### config.mk
export PLATFORM = sky130hd
export DESIGN_NAME = rat_io_responder
export DESIGN_NICKNAME = d
export VERILOG_FILES = /design/src/rtl/rat_io_responder.sv
export SDC_FILE = /design/constraint.sdc
export NUM_CORES = 1
export LEC_CHECK = 0
export ABC_AREA = 1
export BUFFER_PORTS_ARGS = -buffer_cell sky130_fd_sc_hd__buf_2
export CORE_MARGIN = 5
export CORE_UTILIZATION = 29
export DETAILED_ROUTE_END_ITERATION = 6
export HOLD_SLACK_MARGIN = 0.02
export PLACE_DENSITY_LB_ADDON = 0.08
export SYNTH_ARGS = -nofsm -noshare
export SYNTH_HDL_FRONTEND = slang
export SYNTH_SLANG_ARGS = --single-unit
export TNS_END_PERCENT = 1
### constraint.sdc
create_clock -name CLK -period 1.9 [get_ports CLK]
set_input_delay 0.19 -clock CLK [delete_from_list [all_inputs] [get_ports CLK]]
set_output_delay 0.19 -clock CLK [all_outputs]
set_load 0.02 [all_outputs]
### src/rtl/rat_io_responder.sv
// Peripheral-side I/O responder for the RAT MCU port bus: output registers,
// readback mux, interval timer, button edge detector and interrupt control.
module rat_io_responder #(
  parameter logic [7:0] SW_ID    = 8'h20,
  parameter logic [7:0] LED_ID   = 8'h40,
  parameter logic [7:0] SSEG_ID  = 8'h81,
  parameter logic [7:0] TMR_ID   = 8'h30,
  parameter logic [7:0] IRQ_ID   = 8'h31,
  parameter logic [7:0] MASK_ID  = 8'h32,
  parameter int         PRESCALE = 4
) (
  input  logic       CLK,
  input  logic       RESET_N,
  input  logic [7:0] PORT_ID,
  input  logic [7:0] OUT_PORT,
  input  logic       IO_STRB,
  output logic [7:0] IN_PORT,
  output logic       INT_CU,
  input  logic [7:0] SWITCHES,
  input  logic       BTN,
  output logic [7:0] LEDS,
  output logic [7:0] SSEG_VAL
);

  localparam int PW = (PRESCALE > 1) ? $clog2(PRESCALE) : 1;
  localparam logic [PW-1:0] PRE_LAST = PW'(PRESCALE - 1);

  logic [7:0]    led_q;
  logic [7:0]    sseg_q;
  logic [7:0]    reload_q;
  logic [7:0]    count_q;
  logic [PW-1:0] prescale_q;
  logic [1:0]    pending_q;
  logic [1:0]    mask_q;
  logic          btn_meta_q;
  logic          btn_sync_q;
  logic          btn_dly_q;

  logic          wr_led;
  logic          wr_sseg;
  logic          wr_tmr;
  logic          wr_irq;
  logic          wr_mask;
  logic          tick;
  logic          timer_expire;
  logic          btn_rise;
  logic [1:0]    pending_set;
  logic [1:0]    pending_clr;

  // Write decode: a strobe to an unmapped ID matches nothing and is dropped.
  assign wr_led  = IO_STRB && (PORT_ID == LED_ID);
  assign wr_sseg = IO_STRB && (PORT_ID == SSEG_ID);
  assign wr_tmr  = IO_STRB && (PORT_ID == TMR_ID);
  assign wr_irq  = IO_STRB && (PORT_ID == IRQ_ID);
  assign wr_mask = IO_STRB && (PORT_ID == MASK_ID);

  assign tick         = (prescale_q == PRE_LAST);
  // A reload write restarts the period, so it suppresses any expiry that edge.
  assign timer_expire = !wr_tmr && (reload_q != 8'd0) && tick && (count_q == 8'd1);
  assign btn_rise     = btn_sync_q && !btn_dly_q;

  assign pending_set = {btn_rise, timer_expire};
  assign pending_clr = wr_irq ? OUT_PORT[1:0] : 2'b00;

  // NOTE: sequential state uses non-blocking assignments so every flop samples
  // pre-edge values regardless of statement order.
  always_ff @(posedge CLK or negedge RESET_N) begin
    if (!RESET_N) begin
      led_q  <= 8'h00;
      sseg_q <= 8'h00;
      mask_q <= 2'b11;
    end else begin
      if (wr_led)  led_q  <= OUT_PORT;
      if (wr_sseg) sseg_q <= OUT_PORT;
      if (wr_mask) mask_q <= OUT_PORT[1:0];
    end
  end

  // Interval timer: prescaler divides CLK, count runs reload..1 then reloads.
  always_ff @(posedge CLK or negedge RESET_N) begin
    if (!RESET_N) begin
      reload_q   <= 8'h00;
      count_q    <= 8'h00;
      prescale_q <= '0;
    end else if (wr_tmr) begin
      reload_q   <= OUT_PORT;
      count_q    <= OUT_PORT;
      prescale_q <= '0;
    end else if (reload_q != 8'd0) begin
      if (tick) begin
        prescale_q <= '0;
        count_q    <= (count_q == 8'd1) ? reload_q : count_q - 8'd1;
      end else begin
        prescale_q <= prescale_q + 1'b1;
      end
    end
  end

  // Two-flop synchronizer for the asynchronous button plus one delay flop.
  always_ff @(posedge CLK or negedge RESET_N) begin
    if (!RESET_N) begin
      btn_meta_q <= 1'b0;
      btn_sync_q <= 1'b0;
      btn_dly_q  <= 1'b0;
    end else begin
      btn_meta_q <= BTN;
      btn_sync_q <= btn_meta_q;
      btn_dly_q  <= btn_sync_q;
    end
  end

  // Set is applied after clear so a coincident event is never lost.
  always_ff @(posedge CLK or negedge RESET_N) begin
    if (!RESET_N) begin
      pending_q <= 2'b00;
    end else begin
      pending_q <= (pending_q & ~pending_clr) | pending_set;
    end
  end

  assign INT_CU   = |(pending_q & mask_q);
  assign LEDS     = led_q;
  assign SSEG_VAL = sseg_q;

  // NOTE: IN_PORT gets a default before the case so no path leaves it
  // unassigned, which would otherwise infer a latch.
  always_comb begin
    IN_PORT = 8'h00;
    case (PORT_ID)
      SW_ID:   IN_PORT = SWITCHES;
      LED_ID:  IN_PORT = led_q;
      SSEG_ID: IN_PORT = sseg_q;
      TMR_ID:  IN_PORT = count_q;
      IRQ_ID:  IN_PORT = {6'b000000, pending_q};
      MASK_ID: IN_PORT = {6'b000000, mask_q};
      default: IN_PORT = 8'h00;
    endcase
  end

endmodule
==> key figures, run 1 <==
Status
  • Status: complete, no violations

Floorplanning
  • Starting Density: 0.295
  • Die H: 101 microns
  • Die X: 101 microns
  • Die area: 10,300 sq um
  • # rows: 33
  • IO Pins: 53
  • Area of the core: 8180 sq um

Place
  • Port Buffers: 52
  • Placed insts: 477
  • GP Congestion: 0.769
  • Detail Placement HPWL: 5510 microns

Power and ir drop
  • Maximum vdd drop: 354 uV
  • Static Leak: 1.61 nW
  • Power per standard cell area: 954 nW/um^2
  • Internal power: 1.77 mW
  • Sequential share of power: 0.422
  • Switching pwr: 1.04 mW
  • Clock power frac: 0.268
  • Combinational share of power: 0.310
  • Switching Fraction: 0.371

Final layout
  • ANT cells: 0
  • # nets final: 412
  • P&R area growth vs syn: 22.2%
  • Layout cells sized above 1: 0.267
  • Non-Filler Instances: 487

Route
  • Initial DRT Pass Iterations: 6
  • ANT nets after route: 0
  • Via count: 2,263
  • Starting DRT DRC Count: 53
  • DR vias/cell: 4.65
  • WL/cell: 14.7 microns
  • Post-route DRC: 0
  • Detailed-route wire length: 7180 microns

Worst setup path
  • FF-to-FF path depth: 6
  • Worst path buffer plus inverter count: 2
  • Crit Path Class: reg -> out
  • Reg2Reg Setup Slack: 370 ps
  • Worst EP required: 1710 ps
  • Critical path peak fanout: 2
  • Critical path cell sequence: inv_1 -> o21ai_0 -> nor2_1 -> nand2_1 -> buf_2
  • Reg2reg end: count_q[3]
  • Worst Setup End Kind: output pin
  • Slowest stage delay, CP: 530 ps
  • Arr. time, crit path: 1410 ps
  • Cell family with the largest share of critical-path delay: flip-flops
  • Setup crit start kind: register
  • Critical-path top delay cell: dfstp_2
  • RR Startpoint: count_q[2]

Yosys
  • Netlist cell types: 31
  • Mapped Nets: 350
  • Synthesized cell area: 2410 sq um
  • Syn_area_per_cell: 7.57 sq um
  • Syn. warnings: 0
  • Sequential area share after synthesis: 0.426
  • Synth Register Bits: 41
  • Post-Syn Instances: 319

Clock network
  • Clk root buf: clkbuf_8
  • Post-CTS Setup Bufs: 0
  • Post-cts repair resize count: 0
  • CTS tree: done
  • Clock Sinks: 41
  • Num CTS Buffers: 5
  • Hold buffer count at cts: 2
  • Skew-Pair Late Insertion Delay: 300 ps
  • Clock Pin Slew Worst Setup and Hold Paths: 90 ps
  • Max Root-Sink Buffers: 2
  • H-Tree Depth: 2

Global route
  • First-pass GRT wire length: 12,000 microns
  • Remaining Overflow, GRT: 0
  • Initial antenna violation count: 0
  • Number of global-route vias before repair: 2,304
  • Largest net degree at the start of global routing: 20
  • GRT Util Overall: 0.152

STA
  • Slew Limit Headroom: 0.629
  • Final-report max-slew violation count: 0
  • Final min period: 1600 ps
  • Hold Vio Cnt, Final: 0
  • Final setup vio count: 0
  • Final Skew: 12.0 ps
  • RSZ-0062 raised after global routing: false
  • Fmax: 624 MHz
  • Final period util: 0.844
  • Final setup TNS: 0 ps
  • Worst-Margin Slew: 552 ps

Job
  • Maxcap violations: 0

Min path
  • Tightest Hold Check Type: in -> reg
  • Hold Path Sink: SSEG_VAL[5]
  • Worst hold path cell count: 3
  • HP Start: OUT_PORT[5]
[cells in the final DEF (no fill, tap or decap), types with 2 or more instances in the layout]
cell	synthesis	layout
o21ai_2	2	2
nor2_1	28	28
nand4_1	9	9
nor2_4	2	2
o21ai_0	13	13
dfrtp_1	39	39
clkbuf_8	0	6
nor3_1	2	2
nor4_4	2	2
inv_4	2	2
nand2_1	117	117
ha_1	3	3
dlygate4sd3_1	0	2
o211ai_2	2	2
a21oi_2	3	3
nor2_2	2	2
a21oi_1	3	3
inv_2	6	6
nand3_1	21	21
xnor2_1	2	2
buf_2	0	52
o21ai_1	12	12
nand2_4	2	2
buf_4	2	6
inv_1	26	26
nand2_2	7	7
dfstp_2	2	2
[kinds of logic (layout without fill, tap and decap cells)]
kind of cell | after synthesis | count (layout) | synth area share
xor gates and xnor gates | 2 | 2 | 0.00726
buffers and inverters | 40 | 103 | 0.0798
AOI/OAI and AO/OA | 37 | 37 | 0.0933
DFF | 41 | 41 | 0.426
adders and majority gates | 3 | 3 | 0.0155
and+or+nand+nor | 196 | 196 | 0.378
[power by group through the flow]
stage | Combinational, mW | Clock, mW | Sequential [mW]
floorplan | 0.672 | 0 | 1.16
global placement | 0.870 | 0 | 1.21
detailed placement | 0.877 | 0 | 1.21
CTS | 0.882 | 0.778 | 1.19
global route | 1.01 | 0.817 | 1.22
finish | 0.873 | 0.754 | 1.19
[worst register-to-register path: cells and delay by family, from the launching register on]
kind / cells / cell delay, ps
AOI/OAI and AO/OA: 1 / 150
DFF: 1 / 480
and+or+nand+nor: 5 / 800
[sequential cells by signal, indices dropped and copies added, names as in the netlist]
name        cells
SSEG_VAL        8
reload_q        8
btn_dly_q       1
LEDS            8
mask_q          2
prescale_q      2
count_q         8
btn_meta_q      1
pending_q       2
btn_sync_q      1
[layer usage]
| layer | global-route usage | wire (microns) | vias up |
|---|---|---|---|
| met1 | 0.195 | 3300 | 1076 |
| met5 | 0 | 0 | - |
| met2 | 0.257 | 3500 | 36 |
| li1 | - | - | 1142 |
| met3 | 0.0310 | 289 | 9 |
| met4 | 0.0450 | 92 | 0 |
[cells in the mapped netlist, drive strengths merged]
cell / count / area (sq um)
a22o: 1 / 8.76
nand3: 22 / 123
ha: 3 / 37.5
o211ai: 2 / 25.0
nor4: 2 / 42.5
nand2: 126 / 505
nor3: 3 / 20.0
nor2: 33 / 160
a211oi: 1 / 7.51
xnor2: 2 / 17.5
inv: 34 / 133
o21ai: 27 / 143
buf: 6 / 60.1
dfrtp: 39 / 976
dfstp: 2 / 52.6
and3: 1 / 6.26
a21oi: 6 / 41.3
nand4: 9 / 56.3
[metrics by stage]
| stage | hold slack [ps] | instance area, sq um | util | worst slack, ps | power (mW) |
|---|---|---|---|---|---|
| after floorplan | -106 | 2410 | - | 550 | 1.84 |
| after global placement | 181 | 2810 | 0.344 | 305 | 2.08 |
| after detailed placement | 182 | 2810 | 0.344 | 267 | 2.09 |
| after CTS | 126 | 2950 | 0.361 | 266 | 2.85 |
| after global routing | 146 | 2950 | 0.361 | 146 | 3.04 |
| final | 133 | 2950 | 0.361 | 297 | 2.82 |
[worst max path at each step]
stage                     startpoint          to  slack [ps]  cells past startpoint
after floorplan           count_q[1]  count_q[2]         550                     10
after detailed placement  PORT_ID[6]  IN_PORT[1]         270                      9
after global routing      PORT_ID[6]  IN_PORT[1]         150                      9
after CTS                 PORT_ID[6]  IN_PORT[1]         270                      9
after global placement    PORT_ID[6]  IN_PORT[2]         300                      7
final                      mask_q[1]  IN_PORT[1]         300                      5
[area by class of cell]
class                   count  area (sq um)
fillers                   912          5220
clock buffers               6          82.6
flip-flops and latches     41          1030
repair buffers             61           345
well taps                 105           131
clock inverters             2          37.5
multi-input cells         238          1190
inverters                  34           133
Power figures use the tool's default switching activity.
==> run 2: changes to the inputs <==
--- a/config.mk
+++ b/config.mk
@@ -5,7 +5,7 @@
 export SDC_FILE = /design/constraint.sdc
 export NUM_CORES = 1
 export LEC_CHECK = 0
-export ABC_AREA = 1
+export ABC_AREA = 0
 export BUFFER_PORTS_ARGS = -buffer_cell sky130_fd_sc_hd__buf_2
 export CORE_MARGIN = 5
 export CORE_UTILIZATION = 29
==> constraint.sdc (replaced) <==
create_clock -name CLK -period 1.5 [get_ports CLK]
set_input_delay 0.15 -clock CLK [delete_from_list [all_inputs] [get_ports CLK]]
set_output_delay 0.15 -clock CLK [all_outputs]
set_load 0.02 [all_outputs]
==> run 2 against run 1 <==
The run now ends with negative setup slack left. Sequential cell count unchanged. Synthesized area decreased by 1.1%. Die area fell by 1.0%. Routed wire length decreased by 2.3%. Largest cell class unchanged. Largest power group is now combinational logic. Highest routed layer unchanged.
==> key figures, run 2 <==
Place
  • Detail Placement HPWL: 5430 microns (-1.4%)
  • Port Buffers: 52 (unchanged)
  • GP Congestion: 0.789 (+2.6%)
  • Placed insts: 420 (-12%)

Yosys
  • Post-synth EDFFs: 0 (unchanged)
  • Synth async-reset ratio: 1.00 (unchanged)
  • Netlist cell types: 55 (+77%)
  • Area share of the largest cell type after synthesis: 0.409 (+0.00466)
  • Mapped Nets: 254 (-27%)
  • Synth Register Bits: 41 (unchanged)
  • Most frequent cell after synthesis: dfrtp_1
  • Sequential area share after synthesis: 0.431 (+0.00491)
  • Post-synth top cells: 39 x dfrtp_1, 33 x nand2_1, 12 x a22oi_1, 12 x nor2_1, 11 x a21oi_1
  • Synthesized cell area: 2390 sq um (-1.1%)
  • Post-Syn Instances: 223 (-30%)
  • Cell taking the most area after synthesis: dfrtp_1
  • Main synth FF type: dfrtp_1
  • Syn_area_per_cell: 10.7 sq um (+41%)
  • Syn. warnings: 0 (unchanged)
  • Top cells by area, synth: dfrtp_1 41%, mux2_4 5.7%, nand2_1 5.2%, mux2_1 4.7%, a22oi_1 3.8%

Power and ir drop
  • Maximum vdd drop: 412 uV (+17%)
  • Power per standard cell area: 1040 nW/um^2 (+9.2%)
  • Static Leak: 1.65 nW (+2.3%)
  • Design Power: 3.49 mW (+24%)

Worst setup path
  • Critical path peak fanout: 5 (+3)
  • Setup crit start kind: register
  • Arr. time, crit path: 1910 ps (+500 ps)
  • Crit Path Class: reg -> reg
  • Worst Setup End Kind: register
  • Worst EP required: 1680 ps (-30 ps)

Clock network
  • Clock Pin Slew Worst Setup and Hold Paths: 80 ps (about the same)
  • Num CTS Buffers: 5 (unchanged)
  • CTS tree: done
  • Clock Sinks: 41 (unchanged)
  • Clk root buf: clkbuf_8
  • Max Root-Sink Buffers: 2 (unchanged)
  • H-Tree Depth: 2 (unchanged)
  • Skew-Pair Late Insertion Delay: 290 ps (about the same)

Final layout
  • Commonest non-fill, non-tap cells in the layout: 53 x buf_4, 44 x buf_2, 38 x dfrtp_1
  • ANT cells: 0 (unchanged)
  • Fillers: 822 (-9.9%)
  • Commonest non-fill, non-tap cell in the layout: buf_4
  • # nets final: 357 (-13%)
  • P&R area growth vs syn: 40.2%
  • Layout cells sized above 1: 0.448 (+0.181)
  • Fin util: 0.411 (+0.0504)
  • Non-Filler Instances: 431 (-11%)

Global route
  • First-pass GRT wire length: 11,500 microns (-4.2%)
  • GRT Util Overall: 0.145 (-0.00668)
  • Largest net degree at the start of global routing: 42 (+110%)
  • Remaining Overflow, GRT: 0 (unchanged)
  • Initial antenna violation count: 0 (unchanged)
  • Number of global-route vias before repair: 2,223 (-3.5%)

Route
  • Starting DRT DRC Count: 48 (-9.4%)
  • Via count: 2,120 (-6.3%)
  • WL/cell: 16.3 microns (+10%)
  • Initial DRT Pass Iterations: 4 (-2)
  • Post-route DRC: 0 (unchanged)
  • DR vias/cell: 4.92 (+5.9%)
  • ANT nets after route: 0 (unchanged)
  • Detailed-route wire length: 7010 microns (-2.3%)

Min path
  • Tightest Hold Check Type: in -> reg

STA
  • RSZ-0062 raised after global routing: true
  • Final Skew: 9.35 ps (-2.63 ps)
  • Final min period: 1730 ps
  • Final WS setup: -229 ps (-526 ps)
  • Worst-Margin Slew: 289 ps (-263 ps)
  • Final setup vio count: 16 (+16)
  • Fmax: 579 MHz
  • Hold Vio Cnt, Final: 0 (unchanged)
  • Final-report max-slew violation count: 0 (unchanged)
  • Slew Limit Headroom: 0.806 (+0.177)
  • Final period util: 1.15

Floorplanning
  • Die H: 101 microns (-0.51%)
  • # rows: 33 (unchanged)
  • Area of the core: 8130 sq um (-0.51%)
  • Die area: 10,100 sq um (-1.0%)
  • IO Pins: 53 (unchanged)
  • Die X: 101 microns (-0.51%)
  • Starting Density: 0.293 (-0.00188)

Status
  • Violated checks: negative setup slack
  • Status: finished, violations left

Job
  • Maxcap violations: 0 (unchanged)
==> run 2: changes by cell type in the layout (fill, tap and decap cells not counted), moves of 12 or more <==
cell / change
a22oi_1: +12
nand3_1: -18
inv_1: -23
buf_4: +47
nand2_1: -84
nor2_1: -16
==> run 2: logic make-up (layout without fill, tap and decap cells) <==
| kind of cell | Yosys count | after routing | share of synthesized area |
|---|---|---|---|
| AND/OR/NAND/NOR | 83 | 83 | 0.233 |
| AO/OA/AOI/OAI | 58 | 58 | 0.161 |
| flip-flops | 41 | 41 | 0.431 |
| multiplexers | 23 | 23 | 0.122 |
| buffers and inverters | 14 | 117 | 0.0341 |
| adder cells (fa/ha/maj) | 3 | 3 | 0.0157 |
| XOR/XNOR | 1 | 1 | 0.00367 |
==> run 2: critical path: stages (launching register included) <==
cell     delay, ps
dfrtp_1        390
inv_2           80
ha_4           130
or4b_4         510
mux2_4         310
a31oi_1        130
o21ai_1         70
==> run 2: report_power, final <==
part	internal, mW	switching (mW)	total [mW]
registers	1.25	0.136	1.38
logic	0.749	0.651	1.40
clock network	0.323	0.384	0.706
==> run 2: final timing paths <==
check                       startpoint           to  slack, ps  depth (start not counted)
max                         count_q[1]   count_q[4]       -230                          6
min                        OUT_PORT[4]      LEDS[4]        120                          2
max reg2reg                 count_q[1]   count_q[4]       -230                          6
min reg2reg                 btn_meta_q   btn_sync_q        350                          0
max in group asynchronous      RESET_N    mask_q[0]        860                          3
min in group asynchronous      RESET_N  SSEG_VAL[5]        360                          3
==> run 2: metrics by stage <==
| step | hold WS, ps | setup slack, ps | instance area (sq um) | setup TNS [ps] |
|---|---|---|---|---|
| 2_1_floorplan | -146 | -267 | 2390 | -1090 |
| 6_report | 119 | -229 | 3350 | -1860 |
| 5_1_grt | 107 | -290 | 3350 | -3240 |
| 3_5_place_dp | 146 | -337 | 3140 | -5080 |
| 4_1_cts | 102 | -240 | 3310 | -2180 |
| 3_3_place_gp | 149 | -292 | 3140 | -4830 |
==> run 2: cell type report <==
class	count	area [sq um]	area share
tap	105	131	0.0393
multi-input combinational	168	1340	0.400
sequential	41	1030	0.308
inverter	4	15.0	0.00449
timing repair buffer	106	752	0.225
clock inverter	1	8.76	0.00262
clock buffer	6	72.6	0.0217
==> run 2: routing by layer <==
metal / share of wire / wire length, microns / up-vias / global-route usage
met5: 0 / 0 / - / 0
met4: 0.012 / 85 / 0 / 0.0435
met2: 0.47 / 3330 / 35 / 0.236
li1: - / - / 1045 / -
met1: 0.47 / 3310 / 1036 / 0.195
met3: 0.041 / 290 / 4 / 0.0270
==> run 2: timing repair <==
action / CTS / global route
hold endpoints to repair: 40 / 0
buffers inserted: 1 / 1
resized for setup: 19 / 6
setup endpoints to repair: 17 / 17
pin swaps: 9 / 7
hold buffers: 2 / 0
==> run 3: changes to the inputs <==
--- a/config.mk
+++ b/config.mk
@@ -11,7 +11,6 @@
 export CORE_UTILIZATION = 29
 export DETAILED_ROUTE_END_ITERATION = 6
 export HOLD_SLACK_MARGIN = 0.02
-export PLACE_DENSITY_LB_ADDON = 0.08
 export SYNTH_ARGS = -nofsm -noshare
 export SYNTH_HDL_FRONTEND = slang
 export SYNTH_SLANG_ARGS = --single-unit
==> run 3 against run 2 <==
The run still ends with negative setup slack left. Maximum frequency barely moved. Clock-buffer cell count down 1. Clock skew up 0.68 ps.
==> key figures, run 3 (synthesized netlist as in run 2, its figures left out) <==
STA
  • Worst-Margin Slew: 306 ps (+17.1 ps)
  • Final period util: 1.15 (about the same)
  • Hold Vio Cnt, Final: 0 (unchanged)
  • RSZ-0062 raised after global routing: true
  • Final Skew: 10.0 ps (+0.685 ps)
  • Final-report max-slew violation count: 0 (unchanged)
  • Fmax: 578 MHz (about the same)
  • Final WS setup: -229 ps (-0.926 ps)
  • Final setup vio count: 16 (unchanged)
  • Slew Limit Headroom: 0.795 (-0.0107)
  • Final min period: 1730 ps (+0.926 ps)

Min path
  • Tightest Hold Check Type: in -> reg
  • Worst hold path cell count: 2 (unchanged)
  • Hold Path Sink: LEDS[5]
  • HP Start: OUT_PORT[5]

Floorplanning
  • # rows: 33 (unchanged)
  • IO Pins: 53 (unchanged)
  • Die H: 101 microns (unchanged)
  • Die X: 101 microns (unchanged)
  • Die area: 10,100 sq um (unchanged)
  • Starting Density: 0.293 (unchanged)
  • Area of the core: 8130 sq um (unchanged)

Worst setup path
  • Crit Path Class: reg -> reg
  • Reg2Reg Setup Slack: -230 ps (about the same)
  • Worst EP required: 1700 ps (+20 ps)
  • Worst Setup End Kind: register
  • RR Startpoint: count_q[1]
  • Critical path peak fanout: 3 (-2)
  • Reg2reg end: count_q[4]
  • FF-to-FF path depth: 6 (unchanged)
  • Setup crit start kind: register
  • Arr. time, crit path: 1930 ps (+20 ps)

Final layout
  • Layout cells sized above 1: 0.463 (+0.0153)
  • Non-Filler Instances: 431 (unchanged)
  • Commonest non-fill, non-tap cell in the layout: buf_4
  • Commonest non-fill, non-tap cells in the layout: 53 x buf_4, 44 x buf_2, 38 x dfrtp_1
  • # nets final: 356 (-0.28%)
  • P&R area growth vs syn: 41.9%
  • ANT cells: 0 (unchanged)

Place
  • Port Buffers: 52 (unchanged)
  • Placed insts: 420 (unchanged)
  • Detail Placement HPWL: 5230 microns (-3.7%)
  • GP Congestion: 0.857 (+8.7%)

Global route
  • First-pass GRT wire length: 11,100 microns (-3.1%)
  • Largest net degree at the start of global routing: 42 (unchanged)
  • Remaining Overflow, GRT: 0 (unchanged)
  • Initial antenna violation count: 0 (unchanged)
  • Number of global-route vias before repair: 2,179 (-2.0%)
  • GRT Util Overall: 0.138 (-0.00674)

Route
  • Initial DRT Pass Iterations: 6 (+2)
  • DR vias/cell: 4.95 (+0.61%)
  • Detailed-route wire length: 6850 microns (-2.4%)
  • Via count: 2,133 (+0.61%)
  • Post-route DRC: 0 (unchanged)
  • WL/cell: 15.9 microns (-2.4%)
  • ANT nets after route: 0 (unchanged)
  • Starting DRT DRC Count: 104 (+120%)

Clock network
  • Clk root buf: clkbuf_8
  • Skew-Pair Late Insertion Delay: 300 ps (about the same)
  • Max Root-Sink Buffers: 2 (unchanged)
  • Num CTS Buffers: 5 (unchanged)
  • Clock Pin Slew Worst Setup and Hold Paths: 90 ps (about the same)
  • H-Tree Depth: 2 (unchanged)
  • Clock Sinks: 41 (unchanged)
  • CTS tree: done

Power and ir drop
  • Maximum vdd drop: 371 uV (-10%)
  • Power per standard cell area: 1110 nW/um^2 (+6.5%)
  • Static Leak: 1.65 nW (+0.28%)
  • Design Power: 3.76 mW (+7.8%)

Status
  • Violated checks: negative setup slack
  • Status: finished, violations left

Job
  • Maxcap violations: 0 (unchanged)
## run 3: repair_timing
action / 4_1_cts / 5_1_grt
endpoints found under the setup margin: 15 / 17
resized for setup: 21 / 11
setup buffers: 1 / 0
pin swaps: 9 / 7
endpoints found under the hold margin: 40 / 0
hold buffers: 2 / 0
## run 3: worst max-delay path: stages (launching register included)
cell	delay (ps)
dfrtp_1	390
inv_2	80
ha_4	130
or4b_4	490
mux2_4	330
a31oi_4	130
o21ai_1	90
## run 3: cell type report
class                   count  area, sq um
clock buffers               5         68.8
well taps                 105          131
clock inverters             3         46.3
inverters                   4         15.0
repair buffers            105          723
fillers                   784         4750
flip-flops and latches     41         1030
multi-input cells         168         1370
## run 3: per-stage QoR
stage / setup TNS (ps) / util / hold WS (ps) / cell area, sq um / setup slack (ps)
4_1_cts: -2120 / 0.410 / 93.4 / 3330 / -249
5_1_grt: -3090 / 0.416 / 105 / 3390 / -271
2_1_floorplan: -1090 / - / -146 / 2390 / -267
6_report: -1750 / 0.416 / 98.6 / 3390 / -229
3_5_place_dp: -4130 / 0.383 / 147 / 3120 / -267
3_3_place_gp: -3800 / 0.383 / 142 / 3120 / -244
## run 3: worst max-delay path by stage
stage | cells past startpoint | start | endpoint | slack (ps)
after detailed placement | 6 | count_q[1] | count_q[3] | -270
after floorplan | 6 | count_q[1] | count_q[4] | -270
after global routing | 6 | count_q[1] | count_q[4] | -270
after CTS | 6 | count_q[1] | count_q[4] | -250
final | 6 | count_q[1] | count_q[4] | -230
after global placement | 7 | count_q[1] | count_q[1] | -240
## run 3: metal layers
layer  vias up  wire length [microns]  GRT usage
li1       1041                      -          -
met1      1022                   2950      0.176
met2        64                   3390      0.233
met3         6                    441     0.0304
met4         0                     60     0.0415
met5         -                      0          0
## run 3: where the power goes
part	leakage, nW	internal (mW)	switching [mW]
logic	1.08	0.775	0.673
registers	0.514	1.25	0.143
clock network	0.0543	0.498	0.425
total	1.65	2.52	1.24
